### config.mk
export PLATFORM = sky130hd
export DESIGN_NAME = prism_sp_puzzle_hw_gem_irq_coalesce
export DESIGN_NICKNAME = d
export VERILOG_FILES = /design/src/rtl/prism_sp_puzzle_hw_gem_irq_coalesce.sv
export SDC_FILE = /design/constraint.sdc
export NUM_CORES = 1
export LEC_CHECK = 0
export BUFFER_PORTS_ARGS = -buffer_cell sky130_fd_sc_hd__buf_2
export CAP_MARGIN = 30
export CORE_MARGIN = 4
export CORE_UTILIZATION = 55
export CTS_CLUSTER_SIZE = 28
export DETAILED_ROUTE_END_ITERATION = 12
export PLACE_DENSITY = 0.77
export SLEW_MARGIN = 20
export SYNTH_ARGS = -nofsm -noshare
export SYNTH_HDL_FRONTEND = slang
export SYNTH_SLANG_ARGS = --single-unit
### constraint.sdc
create_clock -name clock -period 8.3 [get_ports clock]
set_input_delay 1.66 -clock clock [delete_from_list [all_inputs] [get_ports clock]]
set_output_delay 1.66 -clock clock [all_outputs]
set_load 0.03 [all_outputs]
### src/rtl/prism_sp_puzzle_hw_gem_irq_coalesce.sv
// Multi-channel interrupt coalescer: drains per-channel event FIFOs and emits one
// ISR pulse per closed batch (count threshold, timeout, enable drop or flush).
module prism_sp_puzzle_hw_gem_irq_coalesce #(
  parameter int NUM_CHANNELS = 4,
  parameter int COUNT_WIDTH  = 8,
  parameter int TIMER_WIDTH  = 16
) (
  input  logic                                clock,
  input  logic                                resetn,
  input  logic [NUM_CHANNELS-1:0]             fifo_empty,
  output logic [NUM_CHANNELS-1:0]             fifo_rd_en,
  input  logic [NUM_CHANNELS-1:0]             chan_enable,
  input  logic [NUM_CHANNELS*COUNT_WIDTH-1:0] coal_thresh,
  input  logic [NUM_CHANNELS*TIMER_WIDTH-1:0] coal_timeout,
  input  logic                                flush,
  output logic [NUM_CHANNELS-1:0]             isr_pulses,
  output logic [NUM_CHANNELS*COUNT_WIDTH-1:0] batch_count
);

  typedef enum logic {
    S_IDLE  = 1'b0,
    S_ACCUM = 1'b1
  } state_t;

  assign fifo_rd_en = {NUM_CHANNELS{resetn}} & chan_enable & ~fifo_empty;

  for (genvar gi = 0; gi < NUM_CHANNELS; gi++) begin : g_chan
    state_t                 r_state;
    state_t                 w_state_next;
    logic [COUNT_WIDTH-1:0] r_pending;
    logic [COUNT_WIDTH-1:0] w_pending_next;
    logic [COUNT_WIDTH-1:0] w_pending_store;
    logic [COUNT_WIDTH-1:0] r_batch;
    logic [COUNT_WIDTH-1:0] w_batch_next;
    logic [COUNT_WIDTH-1:0] w_thresh;
    logic [TIMER_WIDTH-1:0] r_timer;
    logic [TIMER_WIDTH-1:0] w_timer_next;
    logic [TIMER_WIDTH-1:0] w_timer_store;
    logic [TIMER_WIDTH-1:0] w_timeout;
    logic                   r_en_d;
    logic                   r_isr;
    logic                   w_pop;
    logic                   w_en_fall;
    logic                   w_close;

    assign w_thresh  = coal_thresh[gi*COUNT_WIDTH +: COUNT_WIDTH];
    assign w_timeout = coal_timeout[gi*TIMER_WIDTH +: TIMER_WIDTH];
    assign w_pop     = fifo_rd_en[gi];
    assign w_en_fall = r_en_d & ~chan_enable[gi];

    always_comb begin
      w_pending_next  = r_pending;
      w_timer_next    = r_timer;
      w_close         = 1'b0;
      w_state_next    = r_state;
      w_pending_store = r_pending;
      w_timer_store   = r_timer;
      w_batch_next    = r_batch;

      case (r_state)
        S_IDLE: begin
          w_pending_next = w_pop ? COUNT_WIDTH'(1) : '0;
          w_timer_next   = w_pop ? TIMER_WIDTH'(1) : '0;
        end
        S_ACCUM: begin
          w_pending_next = r_pending + COUNT_WIDTH'(w_pop);
          w_timer_next   = (&r_timer) ? r_timer : r_timer + TIMER_WIDTH'(1);
        end
        default: ;
      endcase

      // A zero threshold behaves as 1: any non-empty batch already satisfies >= 0.
      if (w_pending_next != '0) begin
        w_close = (w_pending_next >= w_thresh)
                | ((w_timeout != '0) & (w_timer_next >= w_timeout))
                | flush
                | w_en_fall;
      end

      if (w_close) begin
        w_state_next    = S_IDLE;
        w_pending_store = '0;
        w_timer_store   = '0;
        w_batch_next    = w_pending_next;
      end else begin
        w_state_next    = (w_pending_next != '0) ? S_ACCUM : S_IDLE;
        w_pending_store = w_pending_next;
        w_timer_store   = w_timer_next;
      end
    end

    always_ff @(posedge clock or negedge resetn) begin
      if (!resetn) begin
        r_state   <= S_IDLE;
        r_pending <= '0;
        r_timer   <= '0;
        r_batch   <= '0;
        r_isr     <= 1'b0;
        r_en_d    <= 1'b0;
      end else begin
        r_state   <= w_state_next;
        r_pending <= w_pending_store;
        r_timer   <= w_timer_store;
        r_batch   <= w_batch_next;
        r_isr     <= w_close;
        r_en_d    <= chan_enable[gi];
      end
    end

    assign isr_pulses[gi]                             = r_isr;
    assign batch_count[gi*COUNT_WIDTH +: COUNT_WIDTH] = r_batch;
  end

endmodule

Yosys cells after proc, flatten, opt, wreduce, memory -nomap -nowiden
Cells that the tools add are included.
- add/subtract/negate cells: 8
- multiplexer cells: 40
- bitwise logic cells: 31
- reduce and logical (&&, ||, !) cells: 12
- magnitude comparators: 8
- operator list (kind ; number):
    $mux W16 ; 8
    $pmux W16 S2 ; 4
    $add A16 B1 Y16 const B ; 4
    $ge A16 B16 Y1 ; 4
    $pmux W8 S2 ; 4
    $reduce_and A16 Y1 ; 4
    $reduce_bool A16 Y1 ; 4
    $add A8 B1 Y8 ; 4
    $ge A8 B8 Y1 ; 4
    $mux W8 ; 4
    $reduce_bool A8 Y1 ; 4
    $mux W1 ; 20
    $or A1 B1 Y1 ; 12
    $and A1 B1 Y1 ; 8
    $and A4 B4 Y4 ; 2
    $not A1 Y1 ; 8
    $not A4 Y4 ; 1
- output and inout bits: 40
- logic and storage cells: 123
- flip-flop bits (word level): 140

Depth between registers and ports, before layout
Gate-level depths: netlist of run 1.
- depth in word-level cells: 11
- mapped depth: 17

Least setup slack after synthesis of run 1
Ideal clock, no wire load.
- path type: input-to-reg
- start: in chan_enable[0]
- end: reg g_chan[0].r_batch[2]
- cell stages on the path: 15
- path buffers: 1
- setup slack: 3265 ps
- setup time: 127 ps
- data arrival time: 4908 ps
- cells stage by stage: nand2_1 nor2_1 ha_1 nand3_1 or3_1 and2_1 nor2_1 ha_1 a21o_1 a21o_1 a2111oi_0 o31a_1 a21oi_2 buf_4 mux2_1
- elaborated cells between the ends (all ways): 17
- those cells by class: 1 x add/sub; 2 x order compare; 5 x mux; 8 x bitwise; 1 x reduce/logical
- RTL lines (what ; RTL line ; source):
    start: declaration ; 12 ; input logic [NUM_CHANNELS-1:0] chan_enable,
    $and A4 B4 Y4 * (2 in series) ; 25 ; assign fifo_rd_en = {NUM_CHANNELS{resetn}} & chan_enable & ~fifo_empty;
    net fifo_rd_en[0] ; 11 ; output logic [NUM_CHANNELS-1:0] fifo_rd_en,
    $add A8 B1 Y8 * ; 66 ; w_pending_next = r_pending + COUNT_WIDTH'(w_pop);
    $pmux W8 S2 * ; 60 ; case (r_state)
    net g_chan[0].w_pending_next[5] ; 31 ; logic [COUNT_WIDTH-1:0] w_pending_next;
    $ge A8 B8 Y1 ; 74 ; w_close = (w_pending_next >= w_thresh)
    $or A1 B1 Y1 ; 75 ; | ((w_timeout != '0) & (w_timer_next >= w_timeout))
    $or A1 B1 Y1 ; 76 ; | flush
    $or A1 B1 Y1 ; 77 ; | w_en_fall;
    $mux W1 * ; 73 ; if (w_pending_next != '0) begin
    end signal: assignment ; 104 ; r_batch <= w_batch_next;
    end: declaration ; 33 ; logic [COUNT_WIDTH-1:0] r_batch;
The timed path passes the listed nets; every way through them passes the cells marked *.
A chain may end at the register's enable or synchronous reset.

Final worst setup path of run 1
- start: in resetn
- end: reg g_chan[0].r_timer[1]
- elaborated cells between the ends (all ways): 16
- those cells by class: 1 x add/sub; 2 x order compare; 6 x mux; 6 x bitwise; 1 x reduce/logical
- RTL lines (what ; RTL line ; source):
    start: declaration ; 9 ; input logic resetn,
    $and A4 B4 Y4 * (2 in series) ; 25 ;
    $add A8 B1 Y8 * ; 66 ;
    $pmux W8 S2 * ; 60 ;
    net g_chan[0].w_pending_next[5] ; 31 ;
    $ge A8 B8 Y1 ; 74 ;
    $or A1 B1 Y1 ; 75 ;
    $or A1 B1 Y1 ; 76 ;
    $or A1 B1 Y1 ; 77 ;
    $mux W1 * ; 73 ;
    $mux W16 * ; 80 ; if (w_close) begin
    net g_chan[0].w_timer_store[1] ; 38 ; logic [TIMER_WIDTH-1:0] w_timer_store;
    end signal: assignment ; 103 ; r_timer <= w_timer_store;
    end: declaration ; 36 ; logic [TIMER_WIDTH-1:0] r_timer;
Marks and branches as above.

==> results of run 1 <==
## sequential cells by signal, indices dropped and copies added (netlist names)
| name | flops |
|---|---|
| g_chan.r_state | 4 |
| g_chan.r_isr | 4 |
| g_chan.r_pending | 32 |
| g_chan.r_en_d | 4 |
| g_chan.r_timer | 64 |
| g_chan.r_batch | 32 |
## stage by stage
| step | utilization [%] | hold slack (ps) | instances | instance area [sq um] |
|---|---|---|---|---|
| floorplan | - | 559 | 1072 | 9580 |
| global placement | 62.0 | 466 | 1409 | 10400 |
| detailed placement | 62.0 | 484 | 1409 | 10400 |
| CTS | 65.3 | 497 | 1440 | 11000 |
| global route | 65.3 | 527 | 1441 | 11000 |
| finish | 65.3 | 494 | 1441 | 11000 |
## report_power, final
group,switching [uW],internal (uW)
logic,96.8,55.5
clock network,279,416
registers,7.64,693
## cell usage in the layout (no fill, tap or decap), types with 3 or more instances in the layout
master / count
sky130_fd_sc_hd__inv_1: 123
sky130_fd_sc_hd__a211oi_1: 8
sky130_fd_sc_hd__a41oi_1: 3
sky130_fd_sc_hd__nor4_1: 22
sky130_fd_sc_hd__nand2b_1: 15
sky130_fd_sc_hd__a31oi_1: 4
sky130_fd_sc_hd__ha_1: 108
sky130_fd_sc_hd__buf_2: 145
sky130_fd_sc_hd__clkbuf_16: 17
sky130_fd_sc_hd__a21oi_1: 42
sky130_fd_sc_hd__nor2b_1: 22
sky130_fd_sc_hd__o2bb2ai_1: 20
sky130_fd_sc_hd__a21oi_4: 3
sky130_fd_sc_hd__and2b_1: 5
sky130_fd_sc_hd__dfrtp_1: 140
sky130_fd_sc_hd__nor4bb_1: 4
sky130_fd_sc_hd__o21ai_0: 41
sky130_fd_sc_hd__a31o_2: 3
sky130_fd_sc_hd__nor2_1: 101
sky130_fd_sc_hd__and3_1: 17
sky130_fd_sc_hd__nand3_1: 34
sky130_fd_sc_hd__o211a_1: 3
sky130_fd_sc_hd__and2_1: 12
sky130_fd_sc_hd__mux2_2: 5
sky130_fd_sc_hd__clkinv_2: 5
sky130_fd_sc_hd__nor4_2: 5
sky130_fd_sc_hd__and4_1: 10
sky130_fd_sc_hd__o31a_1: 4
sky130_fd_sc_hd__a2111oi_0: 7
sky130_fd_sc_hd__mux2i_1: 17
sky130_fd_sc_hd__or3_1: 10
sky130_fd_sc_hd__nand4_1: 34
sky130_fd_sc_hd__nand2_1: 61
sky130_fd_sc_hd__xnor2_1: 11
sky130_fd_sc_hd__a21o_1: 12
sky130_fd_sc_hd__xor2_1: 39
sky130_fd_sc_hd__buf_4: 3
sky130_fd_sc_hd__nor3_1: 63
sky130_fd_sc_hd__or4_1: 4
## area by class of cell
class                      instances  area share, %
timing repair buffer             150           7.05
multi-input combinational        774           49.3
sequential                       140           31.9
inverter                         126           4.30
clock inverter                    11          0.877
tap                              220           2.50
clock buffer                      20           4.06
## worst min path at each step
stage / startpoint / endpoint / slack [ps] / cells after the start
floorplan: g_chan[1].r_timer[11] / g_chan[1].r_timer[11] / 560 / 2
global placement: g_chan[0].r_batch[2] / g_chan[0].r_batch[2] / 470 / 1
detailed placement: g_chan[0].r_batch[2] / g_chan[0].r_batch[2] / 480 / 1
CTS: g_chan[0].r_batch[2] / g_chan[0].r_batch[2] / 500 / 1
global route: g_chan[1].r_batch[1] / g_chan[1].r_batch[1] / 530 / 1
finish: g_chan[0].r_batch[2] / g_chan[0].r_batch[2] / 490 / 1
## metal layers
| layer | part of all wire [%] | wire (microns) | vias to the layer above |
|---|---|---|---|
| li1 | - | - | 4066 |
| met1 | 46 | 10100 | 3737 |
| met3 | 5.2 | 1130 | 38 |
| met5 | 0 | 0 | - |
| met2 | 47 | 10200 | 229 |
| met4 | 2.0 | 439 | 0 |
## logic make-up after synthesis
logic type	Yosys count	synth area share (%)
flip-flops	140	36.6
XOR/XNOR	50	4.57
AO/OA/AOI/OAI	161	11.4
AND/OR/NAND/NOR	430	23.7
multiplexers	25	2.80
adder cells (fa/ha/maj)	108	14.1
buffers and inverters	158	6.83
==> summary by stage, run 1 <==
Run status
The flow ran to the end, and the final reports show no timing, DRC or antenna violations.

Timing
The clock arrives with 6.27 ps of skew. Setup repair after global routing left no endpoint under its margin. The worst pin sits at a relative slew slack of 44.5%.

Counting I/O delays and the setup requirement, the final critical path takes 5060 ps. The timing-limited maximum frequency is 198 MHz. Setup violations remaining at the end of the flow were counted as 0. The total negative slack for setup checks is 0 ps. The setup slack of the critical path after layout is 3240 ps. The max-slew violation total from the final report came to 0. After layout, the worst path uses 61.0% of the clock period. The final hold violation count was 0. For the pin with the worst max-slew slack, the measured transition is 824 ps.

Global route
The combined global-route utilization of all metal layers is 22.7%. The first global-routing pass estimated 37200 microns of wire. Global routing used 3.85% of the available met3 tracks. The via count of the first global-routing pass is 7989. The pin count of the biggest net entering global routing is 57. met2 is the most crowded layer.

The number of antenna violations at the first check in global routing is 0. Global routing used 36.7% of the available met2 tracks. The met1 track demand over resource is 31.6%.

Global routing finished with a remaining overflow of 0.

Logic synthesis
The average footprint of a synthesized cell is 8.93 sq um. In the post-synthesis netlist, the biggest area contributors are sky130_fd_sc_hd__dfrtp_1 37%, sky130_fd_sc_hd__ha_1 14%, sky130_fd_sc_hd__inv_1 4.8%. In the synthesized netlist, the number of instances is 1072.

Synthesis inferred 140 register bits. The net count after synthesis is 1287. In the synthesized netlist the dominant register cell turns out to be sky130_fd_sc_hd__dfrtp_1.

In the post-synthesis netlist, the cell with the most instances is sky130_fd_sc_hd__dfrtp_1. The synthesis warning total is 0. In this run, synthesis inferred 0 flip-flops with an integrated enable. The proportion of synthesized flip-flops having asynchronous set or reset is 100%.

The commonest cells after synthesis are 140 x sky130_fd_sc_hd__dfrtp_1, 123 x sky130_fd_sc_hd__inv_1, 108 x sky130_fd_sc_hd__ha_1. The cell type contributing the most total cell area after synthesis is sky130_fd_sc_hd__dfrtp_1. The post-synthesis sequential area ratio is 36.6%. Yosys mapped the design onto 62 distinct sky130hd cell types. Of the post-synthesis cell area, the dominant cell type holds 36.6%.

The cell area that synthesis handed to floorplanning was 9580 sq um.

Floorplanning
For this configuration, the core starts out at a cell density of 56.9%. The floorplan step defined a core boundary enclosing 16800 sq um. The die boundary width is 140 microns.

The height of the die is 140 microns. The total I/O pin count is 147. The number of placement rows is 47.

The full die area is 19600 sq um.

Detailed routing
The first detailed-routing pass ran for 5 iterations. In the routed design, unresolved DRC markers number 0. The overall via count from detail_route is 8070.

The detail route stage leaves a number of antenna-violating nets equal to 0. The final routed wire length divided by cell count is 15.2 microns. The starting DRC count in detailed routing is 424. The total wirelength of the detailed-routed design is 21800 microns. Using the TritonRoute via totals, the vias-per-cell ratio works out to 5.60.

Place
Routability-driven placement finished with a final weighted congestion of 0.932. Buffers placed on the I/O ports in this run total 146. At the placement stage, the worst setup path has a slack of 2790 ps. Detailed placement finished with a half-perimeter wire length of 16900 microns.

Worst setup path
The critical path in this run is classified as primary input to flop. Of all nets on the critical path, the largest fanout is 56. The cell depth of the worst flop-to-flop path is 14. The worst register-to-register path has a setup slack of 3640 ps.

Grouping stages by cell kind, the critical path spends the most delay in simple AND/OR/NAND/NOR gates. Data on the critical path is required at its endpoint by 8620 ps. In this run the critical register-to-register path is captured at g_chan[1].r_batch[2].

The number of buffers and inverters on the critical path is 2. The endpoint kind of the worst setup timing path is a flop. The worst endpoint data arrival time is 5380 ps. In this run the worst setup path begins at resetn. The origin of the critical flop-to-flop path is g_chan[1].r_timer[0].

In this run the number of cells on the critical path is 16. The critical path goes through buf_6 -> nand2_1 -> nor2_1 -> ha_1 -> nand3_1 -> or3_1 -> and2_1 -> nor2_1 -> ha_1 -> a21o_1 -> a21o_1 -> a2111oi_0 -> o31a_1 -> a21oi_2 -> buf_4 -> nor3_1. On the worst path, the slowest cell contributes a delay of 430 ps. STA classifies the critical path startpoint as a primary input. The slowest stage of the critical path is the sky130_fd_sc_hd__a2111oi_0 cell. The capture point of the critical path is g_chan[0].r_timer[1].

Clock network
The CTS H-tree depth is 4. Clock tree synthesis found a total of 140 sinks. The clock buffer count from CTS is 17. After clock tree synthesis, the repair step resized 0 gates. The clock input transition at the sequential cells of the worst setup and hold paths is 60 ps.

The CTS tree is done. Clock latency on the worst-skew pair, taken at its later pin, is 420 ps. The number of setup buffers added after CTS is 0. The number of hold buffers added after CTS was 0.

The longest clock path from root to sink contains 2 buffers. In this run the clock root is driven by a sky130_fd_sc_hd__clkbuf_16.

Cells and area
Summing all flip-flop and latch instances after layout gives 3500 sq um. The total area of multi-input combinational cells is 5420 sq um. The count of nets after finishing is 1424. The proportion of layout cells with a drive suffix above 1 is 16.7%. The filler cells instantiated in the layout total 1456. The synthesis-to-finish area growth is 14.7%.

The repair_antennas step left the layout with diodes totalling 0.

Power and ir drop
The maximum resistive drop on vdd is 124 uV. The analysis attributes to cell leakage a power of 0.00557 uW. The power density normalized to cell area is 141 nW/um^2. The final total power is 1550 uW.

Run
Across the run, the number of max-cap violations was 0.

Worst hold path
The worst min-delay path category is flop to flop.
(Power assumes the default switching activity.)
==> run 2: changes to the inputs <==
ABC_AREA = 1   (was unset)
PLACE_DENSITY = 0.76   (was 0.77)
clock period = 4.8 ns   (was 8.3 ns; I/O delays follow)
==> run 2 against run 1 <==
  * Via count rose by 18%
  * Hold slack got worse by 130 ps
  * Cell count rose by 29%
  * Cell area rose by 9.0%
  * Highest routed layer unchanged
  * Non-clock buffer count rose by 1
  * Critical path type is now flop to flop
  * Worst setup slack got worse by 2400 ps
  * Critical path depth rose by 5
  * Synthesized area rose by 9.5%
  * Largest power group is now the clock network
  * Clock skew rose by 3.5 ps
==> summary by stage, run 2 <==
Place
The half-perimeter wire length after detailed placement is 19600 microns (+16%). The number of cells in the design after placement is 1832 (+30%). The count of buffers from port buffering is 146 (unchanged).

The placer's final routability congestion estimate is 0.883 (-5.2%).

Clock network
The post-CTS resize count is 0 (unchanged). The CTS H-tree depth was 4 (unchanged). TritonCTS built the clock tree. The number of sinks handled by clock tree synthesis is 140 (unchanged).

The clock buffer count from CTS was 17 (unchanged). The largest buffer count on any clock path is 2 (unchanged). The clock input transition at the sequential cells of the worst setup and hold paths is 60 ps (about the same). The post-CTS repair timing setup buffer count is 0 (unchanged).

The clock latency of the later-clocked register in the worst-skew pair is 420 ps (about the same). The number of buffers inserted by hold repair at cts is 0 (unchanged). The master cell of the clock root buffer is sky130_fd_sc_hd__clkbuf_16.

Logic synthesis
The net count after synthesis was 1692 (+31%). The most common flop cell mapped by yosys is sky130_fd_sc_hd__dfrtp_1. The area share of the largest cell type after synthesis is 33.4% (-3.2 points). After synthesis, the cell types taking the most area are sky130_fd_sc_hd__dfrtp_1 33%, sky130_fd_sc_hd__nand2_1 13%, sky130_fd_sc_hd__ha_1 13%.

The number of flops mapped to enable cells by yosys is 0 (unchanged). The gate count after technology mapping came to 1477 (+38%). The number of distinct library cell variants in the gate-level netlist after synthesis is 47 (-24%).

The biggest area contributor in the post-synthesis netlist is sky130_fd_sc_hd__dfrtp_1. The average footprint of a synthesized cell was 7.10 sq um (-21%). The total of flip-flops plus latches after synthesis is 140 (unchanged).

By count the netlist is led by 364 x sky130_fd_sc_hd__nand2_1, 286 x sky130_fd_sc_hd__inv_1, 140 x sky130_fd_sc_hd__dfrtp_1. The mapped cell area came to 10500 sq um (+9.5%). The post-synthesis sequential area ratio is 33.4% (-3.2 points). In the post-synthesis netlist, the cell with the most instances is sky130_fd_sc_hd__nand2_1. The proportion of synthesized flip-flops having asynchronous set or reset was 100% (unchanged).

The synthesis warning total is 0 (unchanged).

Floorplanning
The number of placement rows is 50 (+6.4%). The height of the die came to 146 microns (+4.4%). The full die area is 21300 sq um (+8.9%). The die boundary width is 146 microns (+4.4%). The initial standard-cell utilization of the core is 56.1% (-0.88 points). The total I/O pin count is 147 (unchanged). The core region area is 18700 sq um (+11%).

Timing
The total of endpoints with negative setup slack in the final report is 0 (unchanged). Derived from the worst setup path, the maximum achievable clock frequency is 255 MHz. The smallest clock period supported by the final layout is computed as 3920 ps.

Dividing the final minimum period by the clock period gives 81.6%. The final hold violation count is 0 (unchanged). Setup repair after global routing left no endpoint under its margin. The final-layout worst hold slack came to 360 ps (-134 ps). The headroom to the max-slew limit came to 47.9% (+3.5 points). The max-slew violation total from the final report is 0 (unchanged). The total negative slack for setup checks came to 0 ps (unchanged).

The transition time at the pin with the least slew margin is 781 ps (-43.2 ps). The clock skew is 9.73 ps (+3.46 ps).

Cells and area
The antenna cell count was 0 (unchanged). The filler cell count is 1682 (+16%). The flip-flop count of the largest register, all copies and words added is 64 (unchanged).

The library cell used most frequently in the layout, excluding fill and tap cells, is sky130_fd_sc_hd__nand2_1. Ranked by flip-flop count, first place goes to g_chan.r_timer. In the final layout, the registers with the most flip-flops are g_chan.r_timer (64), g_chan.r_batch (32), g_chan.r_pending (32).

The number of cells in the finished layout apart from fillers came to 1863 (+29%). In the layout the commonest cells are 364 x sky130_fd_sc_hd__nand2_1, 286 x sky130_fd_sc_hd__inv_1, 145 x sky130_fd_sc_hd__buf_2, 140 x sky130_fd_sc_hd__dfrtp_1, 139 x sky130_fd_sc_hd__nor2_1. The proportion of layout cells with a drive suffix above 1 was 15.8% (-0.87 points). The count of nets after finishing is 1832 (+29%). From synthesis to final layout, the design area changed by 14.3%.

Global route
The first-pass GRT wire length is 43100 microns (+16%). The remaining global-route overflow is 0 (unchanged). The pin count of the biggest net entering global routing is 61 (+7.0%). The combined global-route utilization of all metal layers was 24.1% (+1.4 points). The number of antenna violations at the first check in global routing is 0 (unchanged). The via count of the first global-routing pass is 9274 (+16%).

Detailed routing
The detailed-route wire length on metal 1 was 11500 microns (+14%). The highest metal layer with signal wires is met4. The number of remaining DRC errors is 0 (unchanged). The met3 routed wirelength is 1260 microns (+11%).

The total wirelength of the detailed-routed design is 25300 microns (+16%). The number of iterations in the first detailed-routing pass is 5 (unchanged). The final routed wire length divided by cell count was 13.6 microns (-10%). The count of nets left with antenna violations after detail routing is 0 (unchanged). The mean number of vias per cell is 5.13 (-8.4%).

The starting DRC count in detailed routing is 576 (+36%). The overall via count from detail_route is 9553 (+18%). The total length of routed met2 wires is 12200 microns (+20%).

Worst setup path
The critical path buffer and inverter count was 2 (unchanged). The required time of the worst setup path is 5090 ps (-3530 ps). The slowest stage of the critical path belongs to the cell sky130_fd_sc_hd__nand2_1.

The worst endpoint data arrival time is 4210 ps (-1170 ps). Walking the worst path, the cells encountered are ha_1 -> nand3_1 -> nor2_1 -> nand2_1 -> nor2_1 -> nand2_1 -> o211ai_1 -> inv_1 -> ha_1 -> nand2_1 -> nor2_1 -> and2_1 -> nor2_1 -> nand2_1 -> nand2_1 -> nand2_1 -> nand2_1 -> nand2_1 -> nand2_4 -> inv_4 -> nor2_1. The maximum net fanout on the critical path came to 18 (-68%). The worst setup path is captured at a flop. The most repeated library cell on the critical path is sky130_fd_sc_hd__nand2_1.

Broken down by cell family, the worst path's largest delay share belongs to simple AND/OR/NAND/NOR gates. The delay of the slowest critical-path stage is 500 ps (+70 ps). The critical path launch point type is a flop. The critical path is of the flop to flop type.

Run status
The flow ran to the end, and the final reports show no timing, DRC or antenna violations.

Power and ir drop
The cell leakage power is 0.00728 uW (+31%). The power density normalized to cell area is 244 nW/um^2 (+73%). The maximum resistive drop on vdd is 306 uV (+150%).

Run
The number of max-cap violations came to 0 (unchanged).

Worst hold path
The worst min-delay path category is primary input to asynchronous set/reset pin.
==> run 2: changes by cell type in the layout (fill, tap and decap cells not counted), moves of 12 or more <==
cell / previous run / this run
sky130_fd_sc_hd__nand2_1: 61 / 364
sky130_fd_sc_hd__inv_1: 123 / 286
sky130_fd_sc_hd__nand3_1: 34 / 113
sky130_fd_sc_hd__nor3_1: 63 / 21
sky130_fd_sc_hd__nor2_1: 101 / 139
sky130_fd_sc_hd__nor2_2: 0 / 34
sky130_fd_sc_hd__xor2_1: 39 / 10
sky130_fd_sc_hd__nor2b_1: 22 / 0
sky130_fd_sc_hd__o2bb2ai_1: 20 / 0
sky130_fd_sc_hd__nand4_1: 34 / 16
sky130_fd_sc_hd__mux2i_1: 17 / 0
sky130_fd_sc_hd__nand2b_1: 15 / 0
sky130_fd_sc_hd__and3_1: 17 / 4
sky130_fd_sc_hd__a21o_1: 12 / 0
==> run 2: area by class of cell <==
type | count | area [sq um] | share of cell area, %
clock buffers | 18 | 429 | 3.58
clock inverters | 13 | 199 | 1.66
inverters | 301 | 1140 | 9.49
multi-input cells | 1006 | 5650 | 47.1
flip-flops and latches | 140 | 3500 | 29.2
well taps | 234 | 293 | 2.44
repair buffers | 151 | 774 | 6.46
==> run 2: worst paths after layout <==
path | start | endpoint | slack, ps | cells after the start
setup reg to reg | g_chan[0].r_timer[0] | g_chan[0].r_timer[15] | 880 | 21
hold reg to reg | g_chan[1].r_batch[5] | g_chan[1].r_batch[5] | 470 | 2
hold / removal | resetn | g_chan[0].r_batch[4] | 360 | 1
max in group asynchronous | resetn | g_chan[3].r_pending[6] | 3440 | 2
setup / recovery | g_chan[0].r_timer[0] | g_chan[0].r_timer[15] | 880 | 21
min in group clock | g_chan[1].r_batch[5] | g_chan[1].r_batch[5] | 470 | 2
==> run 2: where the power goes <==
part           internal (uW)  switching [uW]
registers               1200            16.9
logic                   98.7             197
clock network            914             503
total                   2210             717
==> run 2: stage by stage <==
stage	cell area, sq um	total power, uW	worst slack (ps)	utilization (%)
2_1_floorplan	10500	1410	1370	-
6_report	12000	2930	882	64.1
4_1_cts	12000	2940	908	64.1
5_1_grt	12000	3050	475	64.1
3_3_place_gp	11400	1520	684	60.7
3_5_place_dp	11400	1530	620	60.7
==> run 2: logic make-up (layout without fill, tap and decap cells) <==
family / count (synthesis) / after routing / synth area share [%]
xor gates and xnor gates: 19 / 19 / 1.59
adders and majority gates: 108 / 108 / 12.9
DFF: 140 / 140 / 33.4
AOI/OAI and AO/OA: 129 / 129 / 7.35
and+or+nand+nor: 750 / 750 / 32.0
buffers and inverters: 331 / 483 / 12.8
==> run 2: layer usage <==
layer | up-vias | GRT usage (%)
met3 | 29 | 4.87
met4 | 0 | 5.41
met1 | 4373 | 32.2
met2 | 239 | 40.9
met5 | - | 0
li1 | 4912 | -
==> run 3: changes to the inputs <==
clock period = 3.7 ns   (was 4.8 ns; I/O delays follow)
==> run 3 against run 2 <==
  * Largest cell class unchanged
  * Non-clock buffer count up 15
  * First-iteration DRC count down 11%
  * Worst setup slack worse by 650 ps
==> summary by stage, run 3 (same netlist as run 2, synthesis figures left out) <==
Worst setup path
The worst endpoint data arrival time is 3800 ps (-410 ps). The critical path launch point type is a flop. The endpoint kind of the worst setup timing path is a flop. The maximum net fanout on the critical path was 20 (+2). The required time of the worst setup path was 4040 ps (-1050 ps). The type of the worst setup path is flop to flop.

Place
The number of cells in the design after placement came to 1845 (+0.71%). The post-placement cell area came to 11500 sq um (+0.86%). The worst slack after detailed placement is 89.9 ps (-530 ps). The count of buffers from port buffering is 146 (unchanged).

The placer's final routability congestion estimate is 0.914 (+3.5%). The half-perimeter wire length after detailed placement came to 19700 microns (+0.59%).

Global route
The number of antenna violations at the first check in global routing is 0 (unchanged). The global routing stage identified its most utilized layer as met2. The first-pass GRT wire length is 42100 microns (-2.3%). The via count of the first global-routing pass is 9127 (-1.6%). The global routing usage on met3 was 3.88% (-0.99 points).

The met1 track demand over resource is 31.2% (-0.95 points). The combined global-route utilization of all metal layers came to 23.7% (-0.42 points). The met2 usage in global routing is 40.5% (-0.44 points).

The pin count of the biggest net entering global routing was 47 (-23%). The remaining global-route overflow is 0 (unchanged).

Clock network
The clock latency of the later-clocked register in the worst-skew pair was 420 ps (about the same). The CTS H-tree depth is 4 (unchanged). The master cell of the clock root buffer is sky130_fd_sc_hd__clkbuf_16.

The largest buffer count on any clock path is 2 (unchanged). The clock buffer count from CTS was 17 (unchanged). The clock input transition at the sequential cells of the worst setup and hold paths is 60 ps (about the same).

The number of sinks handled by clock tree synthesis was 140 (unchanged). The number of buffers inserted by hold repair at cts came to 0 (unchanged). The CTS tree is done.

Floorplanning
The total I/O pin count came to 147 (unchanged). The number of placement rows came to 50 (unchanged). The initial standard-cell utilization of the core is 56.1% (unchanged). The core region area is 18700 sq um (unchanged). The die boundary width is 146 microns (unchanged).

The full die area is 21300 sq um (unchanged). The height of the die is 146 microns (unchanged).

Cells and area
The total non-filler cell area in the finished layout is 12100 sq um (+0.79%). The largest register by flop count is g_chan.r_timer. The count of nets after finishing is 1847 (+0.82%). In the final layout, the registers with the most flip-flops are g_chan.r_timer (64), g_chan.r_batch (32), g_chan.r_pending (32). The flip-flop count of the largest register, all copies and words added was 64 (unchanged). Leaving out fill and tap cells, the most frequent cell in the layout is sky130_fd_sc_hd__nand2_1.

The antenna cell count is 0 (unchanged). The number of cells in the finished layout apart from fillers is 1879 (+0.86%). The filler cell count came to 1652 (-1.8%).

The library cells used most frequently in the layout, excluding fill and tap cells, are 363 x sky130_fd_sc_hd__nand2_1, 285 x sky130_fd_sc_hd__inv_1, 145 x sky130_fd_sc_hd__buf_2, 140 x sky130_fd_sc_hd__dfrtp_1, 138 x sky130_fd_sc_hd__nor2_1. The proportion of layout cells with a drive suffix above 1 was 16.9% (+1.1 points). The area growth from synthesis to layout is 15.2%.

Power and ir drop
The power density normalized to cell area is 303 nW/um^2 (+24%). The cell leakage power is 0.00733 uW (+0.76%). The final total power is 3650 uW (+25%). The maximum resistive drop on vdd is 280 uV (-8.7%).

Timing
The headroom to the max-slew limit came to 51.3% (+3.4 points). The final period utilization is 93.7% (+12 points). Setup repair after global routing could not meet its margin everywhere. The clock skew was 8.63 ps (-1.10 ps). The transition time at the pin with the least slew margin is 730 ps (-50.7 ps).

The total of endpoints with negative setup slack in the final report is 0 (unchanged). The max-slew violation total from the final report came to 0 (unchanged). The final hold violation count came to 0 (unchanged). The setup slack of the critical path after layout was 234 ps (-648 ps). The timing-limited maximum frequency is 289 MHz (+13%).

The clock period minus worst slack is 3470 ps (-452 ps).

Detailed routing
The final routed wire length divided by cell count is 13.3 microns (-2.1%). The total wirelength of the detailed-routed design is 25000 microns (-1.2%). The mean number of vias per cell is 5.09 (-0.69%). The number of remaining DRC errors is 0 (unchanged). The overall via count from detail_route is 9569 (+0.17%). The starting DRC count in detailed routing was 515 (-11%). The number of iterations in the first detailed-routing pass is 5 (unchanged). The count of nets left with antenna violations after detail routing was 0 (unchanged).

Worst hold path
The worst hold path belongs to the class primary input to asynchronous set/reset pin.

Run status
The flow ran to the end, and the final reports show no timing, DRC or antenna violations.

Run
The number of max-cap violations is 0 (unchanged).
==> run 3: cell count changes in the layout (fill, tap and decap cells not counted), sizes merged <==
cell      before  now
inv          301  300
bufinv         5    2
clkbuf        18   20
buf          151  166
clkinvlp       2    5
==> run 3: cell type report <==
type                       instances  area [sq um]  share of cell area, %
inverter                         301          1150                   9.53
clock inverter                    12           120                  0.995
clock buffer                      20           467                   3.86
multi-input combinational       1006          5660                   46.8
tap                              234           293                   2.42
timing repair buffer             166           887                   7.34
sequential                       140          3500                   29.0
==> run 3: where the power goes <==
part	switching [uW]	internal, uW	leakage, uW	total (uW)
combinational	255	139	0.00511	394
clock	648	1040	0.000283	1680
sequential	23.3	1550	0.00194	1580
total	926	2730	0.00733	3650
==> run 3: worst paths after layout <==
| path | from | endpoint | slack, ps | cells past startpoint |
|---|---|---|---|---|
| min in group clock | chan_enable[2] | g_chan[2].r_en_d | 450 | 1 |
| hold reg to reg | g_chan[2].r_batch[2] | g_chan[2].r_batch[2] | 470 | 2 |
| setup / recovery | g_chan[2].r_timer[0] | g_chan[2].r_pending[1] | 230 | 22 |
| setup reg to reg | g_chan[2].r_timer[0] | g_chan[2].r_pending[1] | 230 | 22 |
| hold / removal | resetn | g_chan[0].r_pending[2] | 360 | 2 |
| max in group asynchronous | resetn | g_chan[3].r_batch[6] | 2810 | 2 |
==> run 3: metal layers <==
layer	part of all wire (%)	wire [microns]	vias to the layer above
met4	1.8	446	0
met2	47	11900	272
li1	-	-	4955
met3	5.6	1400	36
met1	45	11300	4306
met5	0	0	-
==> run 3: what timing repair did <==
item,CTS,global route
setup endpoints to repair,0,71
gates resized for setup,0,9
setup buffers,0,2
==> run 3: critical path, cell delays in order (launching register included) <==
cell and delay (ps):
sky130_fd_sc_hd__dfrtp_1 400, sky130_fd_sc_hd__ha_1 250, sky130_fd_sc_hd__nor3b_2 260, sky130_fd_sc_hd__nand2_1 160, sky130_fd_sc_hd__nor2_4 200, sky130_fd_sc_hd__inv_2 150, sky130_fd_sc_hd__nand2_1 90, sky130_fd_sc_hd__nand3_1 60
sky130_fd_sc_hd__nand2_1 90, sky130_fd_sc_hd__inv_1 70, sky130_fd_sc_hd__ha_1 270, sky130_fd_sc_hd__nand2_1 70, sky130_fd_sc_hd__nor2_1 40, sky130_fd_sc_hd__and2_1 150, sky130_fd_sc_hd__nor2_1 80, sky130_fd_sc_hd__nand2_1 70
sky130_fd_sc_hd__nand2_1 60, sky130_fd_sc_hd__nand2_1 50, sky130_fd_sc_hd__nand2_1 100, sky130_fd_sc_hd__nand2_1 80, sky130_fd_sc_hd__nand2_1 130, sky130_fd_sc_hd__clkinvlp_4 330, sky130_fd_sc_hd__nor2_1 230
==> run 3: stage by stage <==
step | util [%] | hold WS, ps | setup TNS [ps]
after floorplan | - | 444 | 0
after global placement | 61.2 | 451 | 0
after detailed placement | 61.2 | 454 | 0
after CTS | 64.4 | 355 | 0
after global routing | 64.6 | 374 | -264
final | 64.6 | 360 | 0
